`src/rtl/alu_accum_reg_if.sv`:
```
// Handshake/operand bundle for alu_accum_reg.
// Optional: ALU_FLAGS_EN adds the {negative, zero} flags signal.
interface alu_accum_reg_if #(
    parameter int unsigned WIDTH = 4
);
    logic [WIDTH-1:0]   a;
    logic [2:0]         op;
    logic               start;
    logic [2*WIDTH-1:0] result;
    logic               busy;
    logic               done;
`ifdef ALU_FLAGS_EN
    logic [1:0]         flags;
`endif

    modport master (
        output a, op, start,
        input  result, busy, done
`ifdef ALU_FLAGS_EN
        , input flags
`endif
    );

    modport slave (
        input  a, op, start,
        output result, busy, done
`ifdef ALU_FLAGS_EN
        , output flags
`endif
    );
endinterface

```
`src/rtl/alu_accum_reg.sv`:
```
// Accumulator ALU: operand B is the low half of the result register; op 5 is a
// multi-cycle shift-add multiply. Optional macro ALU_FLAGS_EN adds {negative, zero}.
module alu_accum_reg #(
    parameter int unsigned WIDTH = 4
) (
    input  logic          clock,
    input  logic          reset,
    alu_accum_reg_if.slave bus
);
    localparam int unsigned RW  = 2 * WIDTH;
    localparam int unsigned SHW = $clog2(RW);
    localparam int unsigned CW  = $clog2(WIDTH);

    localparam logic [0:0] IDLE = 1'b0;
    localparam logic [0:0] MUL  = 1'b1;

    logic [0:0]       state, state_n;
    logic [RW-1:0]    result, result_n;
    logic             busy, busy_n;
    logic             done, done_n;
    logic [WIDTH-1:0] mcand, mcand_n;
    logic [WIDTH-1:0] mplier, mplier_n;
    logic [RW-1:0]    acc, acc_n;
    logic [CW-1:0]    count, count_n;
    logic             write_c;
    logic [RW-1:0]    alu_c;
    logic [WIDTH-1:0] b_c;

    assign b_c = result[WIDTH-1:0];

    // Single-cycle operation results, all formed at full result width.
    always_comb begin
        alu_c = result;
        case (bus.op)
            3'd0:    alu_c = RW'(bus.a) + RW'(b_c);
            3'd1:    alu_c = RW'(bus.a) - RW'(b_c);
            3'd2:    alu_c = {~(bus.a & b_c), ~(bus.a ^ b_c)};
            3'd3:    alu_c = (|{bus.a, b_c}) ? {{WIDTH{1'b0}}, {WIDTH{1'b1}}} : '0;
            3'd4:    alu_c = RW'(b_c) << bus.a[SHW-1:0];
            3'd6:    alu_c = result;
            3'd7:    alu_c = '0;
            default: alu_c = result;
        endcase
    end

    // Next-state and register-update logic for the handshake and multiply sequencer.
    always_comb begin
        state_n  = state;
        result_n = result;
        busy_n   = busy;
        done_n   = 1'b0;
        mcand_n  = mcand;
        mplier_n = mplier;
        acc_n    = acc;
        count_n  = count;
        write_c  = 1'b0;
        case (state)
            IDLE: begin
                if (bus.start) begin
                    if (bus.op == 3'd5) begin
                        mcand_n  = bus.a;
                        mplier_n = b_c;
                        acc_n    = '0;
                        count_n  = '0;
                        busy_n   = 1'b1;
                        state_n  = MUL;
                    end else begin
                        result_n = alu_c;
                        done_n   = 1'b1;
                        write_c  = 1'b1;
                    end
                end
            end
            MUL: begin
                if (mplier[count]) begin
                    acc_n = acc + (RW'(mcand) << count);
                end
                count_n = count + CW'(1);
                if (count == CW'(WIDTH - 1)) begin
                    result_n = acc_n;
                    busy_n   = 1'b0;
                    done_n   = 1'b1;
                    write_c  = 1'b1;
                    state_n  = IDLE;
                end
            end
            default: begin
                state_n = IDLE;
                busy_n  = 1'b0;
            end
        endcase
    end

    always_ff @(posedge clock) begin
        if (reset) begin
            state  <= IDLE;
            result <= '0;
            busy   <= 1'b0;
            done   <= 1'b0;
            mcand  <= '0;
            mplier <= '0;
            acc    <= '0;
            count  <= '0;
        end else begin
            state  <= state_n;
            result <= result_n;
            busy   <= busy_n;
            done   <= done_n;
            mcand  <= mcand_n;
            mplier <= mplier_n;
            acc    <= acc_n;
            count  <= count_n;
        end
    end

`ifdef ALU_FLAGS_EN
    logic [1:0] flags;

    // Flags track every result write, including a hold.
    always_ff @(posedge clock) begin
        if (reset) begin
            flags <= 2'b01;
        end else if (write_c) begin
            flags <= {result_n[RW-1], (result_n == '0)};
        end
    end

    assign bus.flags = flags;
`endif

    assign bus.result = result;
    assign bus.busy   = busy;
    assign bus.done   = done;
endmodule

```
`src/flat_wrapper.sv`:
```
// flat-port wrapper written by rule: the top's interface ports become plain ports
module alu_accum_reg_flat 
#(
    parameter int unsigned WIDTH = 4
)
  (clock, reset, bus_a, bus_op, bus_start, bus_result, bus_busy, bus_done);
  alu_accum_reg_if #(.WIDTH(WIDTH)) bus_i ();
  input  logic clock;
  input  logic reset;
  input wire logic [$bits(bus_i.a)-1:0] bus_a;
  input wire logic [$bits(bus_i.op)-1:0] bus_op;
  input wire logic [$bits(bus_i.start)-1:0] bus_start;
  output wire logic [$bits(bus_i.result)-1:0] bus_result;
  output wire logic [$bits(bus_i.busy)-1:0] bus_busy;
  output wire logic [$bits(bus_i.done)-1:0] bus_done;
  assign bus_i.a = bus_a;
  assign bus_i.op = bus_op;
  assign bus_i.start = bus_start;
  assign bus_result = bus_i.result;
  assign bus_busy = bus_i.busy;
  assign bus_done = bus_i.done;
  alu_accum_reg #(.WIDTH(WIDTH)) u_core (.clock(clock), .reset(reset), .bus(bus_i));
endmodule
```
`config.mk`:
```
export PLATFORM = sky130hd
export DESIGN_NAME = alu_accum_reg_flat
export DESIGN_NICKNAME = d
export VERILOG_FILES = /design/src/rtl/alu_accum_reg_if.sv /design/src/rtl/alu_accum_reg.sv /design/src/flat_wrapper.sv
export SDC_FILE = /design/constraint.sdc
export NUM_CORES = 1
export LEC_CHECK = 0
export CAP_MARGIN = 40
export CORE_UTILIZATION = 52
export DETAILED_ROUTE_END_ITERATION = 10
export GPL_TIMING_DRIVEN = 1
export PLACE_DENSITY_LB_ADDON = 0.25
export SYNTH_ARGS = -nofsm -noshare
export SYNTH_HDL_FRONTEND = slang
export SYNTH_SLANG_ARGS = --single-unit
```
`constraint.sdc`:
```
create_clock -name clock -period 2.5 [get_ports clock]
set_input_delay 0.25 -clock clock [delete_from_list [all_inputs] [get_ports clock]]
set_output_delay 0.25 -clock clock [all_outputs]
set_load 0.02 [all_outputs]
```
== After elaboration in Yosys (flattened, before gate mapping) ==
Cells that the tools add are included.
Cells by class
  bitwise logic cells: 5
  reduce and logical (&&, ||, !) cells: 6
  equality and inequality tests: 12
  $lt $le $gt $ge: 1
  shift operators: 2
  $add $sub $neg: 4
  mux-type cells: 27
Operators by type and width (count)
  $mux W8: 6
  $pmux W8 S6: 1
  $pmux W8 S2: 2
  $mux W1: 10
  $eq A3 B3 Y1 const B: 3
  $add A8 B8 Y8: 1
  $not A4 Y4: 2
  $reduce_or A8 Y1: 1
  $shl A4 B2 Y8: 1
  $shl A4 B3 Y8: 1
  $ne A7 B7 Y1 const B: 1
  $eq A3 B2 Y1 const B: 2
  $ne A2 B2 Y1 const B: 3
  $pmux W1 S2: 3
  $reduce_and A3 Y1: 2
  $add A4 B4 Y5: 1
  $sub A4 B4 Y5: 1
  $and A4 B4 Y4: 1
  $mux W2: 2
  $mux W4: 1
  $pmux W2 S2: 1
  $reduce_and A4 Y1: 1
  $xor A4 B4 Y4: 1
  $eq A3 B1 Y1 const B: 1
  other kinds (8): 8
Storage, ports and cells
  output and inout bits: 10
  input bits: 10
  word-level logic and storage cells: 65
  register bits after elaboration: 29

== Depth between registers and ports, before layout ==
  word-level depth: 6
  depth in mapped cells: 11
  depth with buffers taken out: 10

== Least setup slack after synthesis ==
OpenSTA, ideal clock, no wires.
  path kind: register to register
  start point: register u_core.count[0]
  end point: register u_core.result[5], in the netlist u_core.bus.result[5]
  clock period less this slack: 2.460 ns
  required time: 2.367 ns
  arrival: 2.326 ns
  cell stages (with the launch flop): 11
  setup time: 0.133 ns
  path buffers: 1
  slack: 0.040 ns
  cells stage by stage: dfxtp_1 > clkbuf_1 > mux2i_1 > nor2_1 > ha_1 > a211oi_1 > o21ai_0 > xor2_1 > mux2_2 > a21oi_1 > a211oi_1
Between the ends
  word-level cells in the longest chain between the ends: 5
  elaborated cells on any way between the ends: 10
  classes of those cells: 1 x add/sub; 2 x eq/ne; 1 x shift; 5 x mux; 1 x reduce/logical
RTL lines
  start: declaration: RTL line alu_accum_reg.sv:24  | logic [CW-1:0] count, count_n;
  start signal: assignment: RTL line alu_accum_reg.sv:112  | count <= count_n;
  $shl A4 B2 Y8 or $bmux W1 S2 (tied branches): RTL line alu_accum_reg.sv:76, alu_accum_reg.sv:75
  $add A8 B8 Y8 or $mux W1 (tied branches): RTL line alu_accum_reg.sv:76, alu_accum_reg.sv:75
  $mux W8: RTL line alu_accum_reg.sv:75  | if (mplier[count]) begin
  $mux W8: RTL line alu_accum_reg.sv:79  | if (count == CW'(WIDTH - 1)) begin
  $pmux W8 S2: RTL line alu_accum_reg.sv:57  | case (state)
  end signal: assignment: RTL line alu_accum_reg.sv:106  | result <= result_n;
  end: declaration: RTL line alu_accum_reg.sv:18  | logic [RW-1:0] result, result_n;
Parallel ways exist; a longest one is shown, timed or not. The select of a mux whose other input is x is not followed.
A chain may end at the register's enable or synchronous reset.

== Worst setup path in the final report ==
  start point: register u_core.count[1]
  end point: register u_core.result[7], in the netlist u_core.bus.result[7]
Same word-level chain as after synthesis.

==> metrics <==
Peak Freq 425 MHz; final antenna-violating net count 0; Syn Std Cell Area 0.00226 mm^2; Setup violations, final 0; worst reg-to-reg setup slack 0.15 ns; Num CTS Buffers 5; first-pass GRT wire length 9010 um; Ports 20; CP delay by family, top compound AO/OA/AOI/OAI gates; hold_ws 0.493 ns; post-synth top area share 25.7%; Clock Path Buffers 2; GRT Total Usage 26.9%; met3 wire length 397 um; layout cells sized above 1 11.2%; nets 333; Post-Layout Cell Count 354; fraction of registers with async set/reset 0%; Ant. Diodes 0; post-synth top area cell dfxtp_1; Tcrit/Tclk final 94.2%; CTS tree done; worst vdd ir 419 uV; Post-Route M1 WL 2740 um; met2 routed WL 2520 um; Fin Clk Skew 0.00756 ns; CTS clk-pin slew, worst paths 0.06 ns; DRT iter0 DRCs 151; CTS Sinks 29; Max stage delay on crit path 0.38 ns; cell mode on critical path a21oi_1; worst skew pair latency 0.28 ns; DRC errors left 0; Max-Cap Viols 0; DRT Wirelength 5750 um; TNS Setup 0 ns; DP Wirelength 4400 um; Power Density 447 mW/mm^2; worst hold path type flip-flop to flip-flop; DR pass1 iterations 5; H-tree depth 2; FF+latch area 582 um^2; post-DR wirelength/cell 16.2 um; Synthesized Nets 307; PortBufs 19; crit-path cells mux2_2 -> nor2_1 -> a21oi_1 -> ha_1 -> o211ai_1 -> nor3_1 -> o21ai_1 -> xnor2_1 -> a21oi_1 -> a211oi_1; Avg Cell Area, Syn 8.12 um^2; Die H 67.9 um; DP Cell Count 347; # fillers 377; Arr. time, crit path 2.56 ns; sequential area share after synthesis 25.7%; Critical Path Start Type flip-flop; die area 0.00461 mm^2; Core ar. 0.00409 mm^2; vias in the first global route 1864; multi-input combinational cell area 0.00156 mm^2; initial antenna violation count 0; Die Span X 67.9 um; Post-synth EDFFs 0; drt via density 5.99; Rows 23; Worst setup EP type flip-flop; max-slew violations 0; synth top area cells dfxtp_1 26%, mux2i_1 9.8%, ha_1 8.9%, nor2_1 6.3%, a21oi_1 3.8%; Layout area overhead 17.5%; uppermost routed layer met4; cells after synthesis 278; Worst Path Buf+Inv 0; GRT overflow 0; Final Critical Period 2.35 ns; Tightest Pin Transition 0.488 ns; worst setup path class flip-flop to flip-flop; status finished clean; Syn. warnings 0; synthesis-stage register bit count 29; Lkg Pwr 1.05 nW; routed vias 2122; Root Buffer clkbuf_8; Crit-path slowest cell dfxtp_2; RSZ-0062 raised after global routing no; worst rel slew slack 67.4%; largest net degree at the start of global routing 26; crit-path max FO 7; Placer Congestion 0.963; Hold Fails Final Rpt 0; top_reg_cell synth dfxtp_1; Critical Path RT 2.70 ns; Initial Utilization 55.3%; library cells used by synthesis 48
-- flip-flops by register name (all words and copies together), names as in the netlist --
| register | count |
|---|---|
| u_core.bus.done | 1 |
| u_core.bus.busy | 1 |
| u_core.acc | 8 |
| u_core.mcand | 4 |
| u_core.count | 2 |
| u_core.mplier | 4 |
| u_core.state | 1 |
| u_core.bus.result | 8 |
-- metrics by stage --
step           area, um^2  util, %  power, mW  setup slack, ns
3_3_place_gp         2550     62.5      0.796           0.0546
4_1_cts              2650     64.8       1.19           0.0625
3_5_place_dp         2560     62.7      0.799           0.0787
5_1_grt              2650     64.9       1.24           0.0191
2_1_floorplan        2260        -      0.689           0.0403
6_report             2650     64.9       1.19            0.145
-- layout make-up --
class                           instances  share of cell area [%]
Tap cell                               50                    2.36
Inverter                               13                    1.84
Timing Repair Buffer                   36                    12.0
Clock buffer                            7                    3.25
Multi-Input combinational cell        219                    58.7
Sequential cell                        29                    21.9
-- cells in the mapped netlist (3+ instances only) --
cell       count
nand2_1       17
a2bb2oi_1      4
xnor2_1        3
nor3b_1        3
buf_2          8
nand3b_1       3
a31oi_1        4
o21ai_0       14
clkbuf_1       8
a22oi_1        8
nand3_1        7
a211oi_1       6
nor2b_1        5
mux2i_1       22
nor4_1         3
nor3_1         3
a21oi_1       17
ha_1          16
xor2_1         6
dfxtp_1       29
inv_1         12
nor2_1        38
nand2b_1       7
fa_1           3
-- routing by layer --
metal  vias to the layer above  GRT usage [%]
met5                         -              0
met4                         0           8.85
met3                        13           5.67
met2                        90           40.0
met1                       968           38.1
li1                       1051              -
-- layout by cell type (no fill, tap or decap), types with 4 or more instances in the layout --
| master | synthesis | routed |
|---|---|---|
| nor2_1 | 38 | 38 |
| a31oi_1 | 4 | 4 |
| nand2_1 | 17 | 17 |
| clkbuf_8 | 0 | 6 |
| inv_1 | 12 | 12 |
| a211oi_1 | 6 | 5 |
| nand3_1 | 7 | 7 |
| xor2_1 | 6 | 6 |
| dfxtp_1 | 29 | 28 |
| mux2i_1 | 22 | 22 |
| clkdlybuf4s50_1 | 0 | 19 |
| a2bb2oi_1 | 4 | 4 |
| a21oi_1 | 17 | 17 |
| buf_4 | 1 | 17 |
| a22oi_1 | 8 | 8 |
| ha_1 | 16 | 16 |
| nor2b_1 | 5 | 5 |
| o21ai_0 | 14 | 14 |
| nand2b_1 | 7 | 7 |
-- cell families after synthesis --
kind of cell | count (synthesis) | share of synthesized area [%]
AND/OR/NAND/NOR | 93 | 20.2
AO/OA/AOI/OAI | 72 | 21.1
buffers and inverters | 30 | 5.60
flip-flops | 29 | 25.7
multiplexers | 26 | 12.4
adder cells (fa/ha/maj) | 19 | 11.5
XOR/XNOR | 9 | 3.49
-- power by group --
part / switching, mW / internal, mW / leakage, nW
logic: 0.167 / 0.134 / 0.774
registers: 0.0165 / 0.478 / 0.236
clock network: 0.171 / 0.218 / 0.0443
total: 0.355 / 0.830 / 1.05
-- what timing repair did --
| action | 4_1_cts | 5_1_grt |
|---|---|---|
| setup endpoints to repair | 0 | 3 |
| hold buffers | 0 | 0 |
| gates resized for setup | 0 | 2 |
| buffers inserted | 0 | 0 |
-- path summary, 6_finish.rpt --
kind                                 from                           endpoint  depth (start not counted)
max          u_core.count[1]$_SDFFE_PP0P_  u_core.bus.result[7]$_SDFFE_PP0P_                         10
max reg2reg  u_core.count[1]$_SDFFE_PP0P_  u_core.bus.result[7]$_SDFFE_PP0P_                         10
min            u_core.acc[6]$_SDFFE_PP0P_         u_core.acc[6]$_SDFFE_PP0P_                          2
min reg2reg    u_core.acc[6]$_SDFFE_PP0P_         u_core.acc[6]$_SDFFE_PP0P_                          2
-- worst reg2reg max path: stages (launching register included) --
cell and delay [ns]:
dfxtp_2 0.38, mux2_2 0.36, nor2_1 0.09, a21oi_1 0.07, ha_1 0.36, o211ai_1 0.14, nor3_1 0.20, o21ai_1 0.12
xnor2_1 0.25, a21oi_1 0.11, a211oi_1 0.21
No activity file was read; power rests on OpenSTA's default activity.
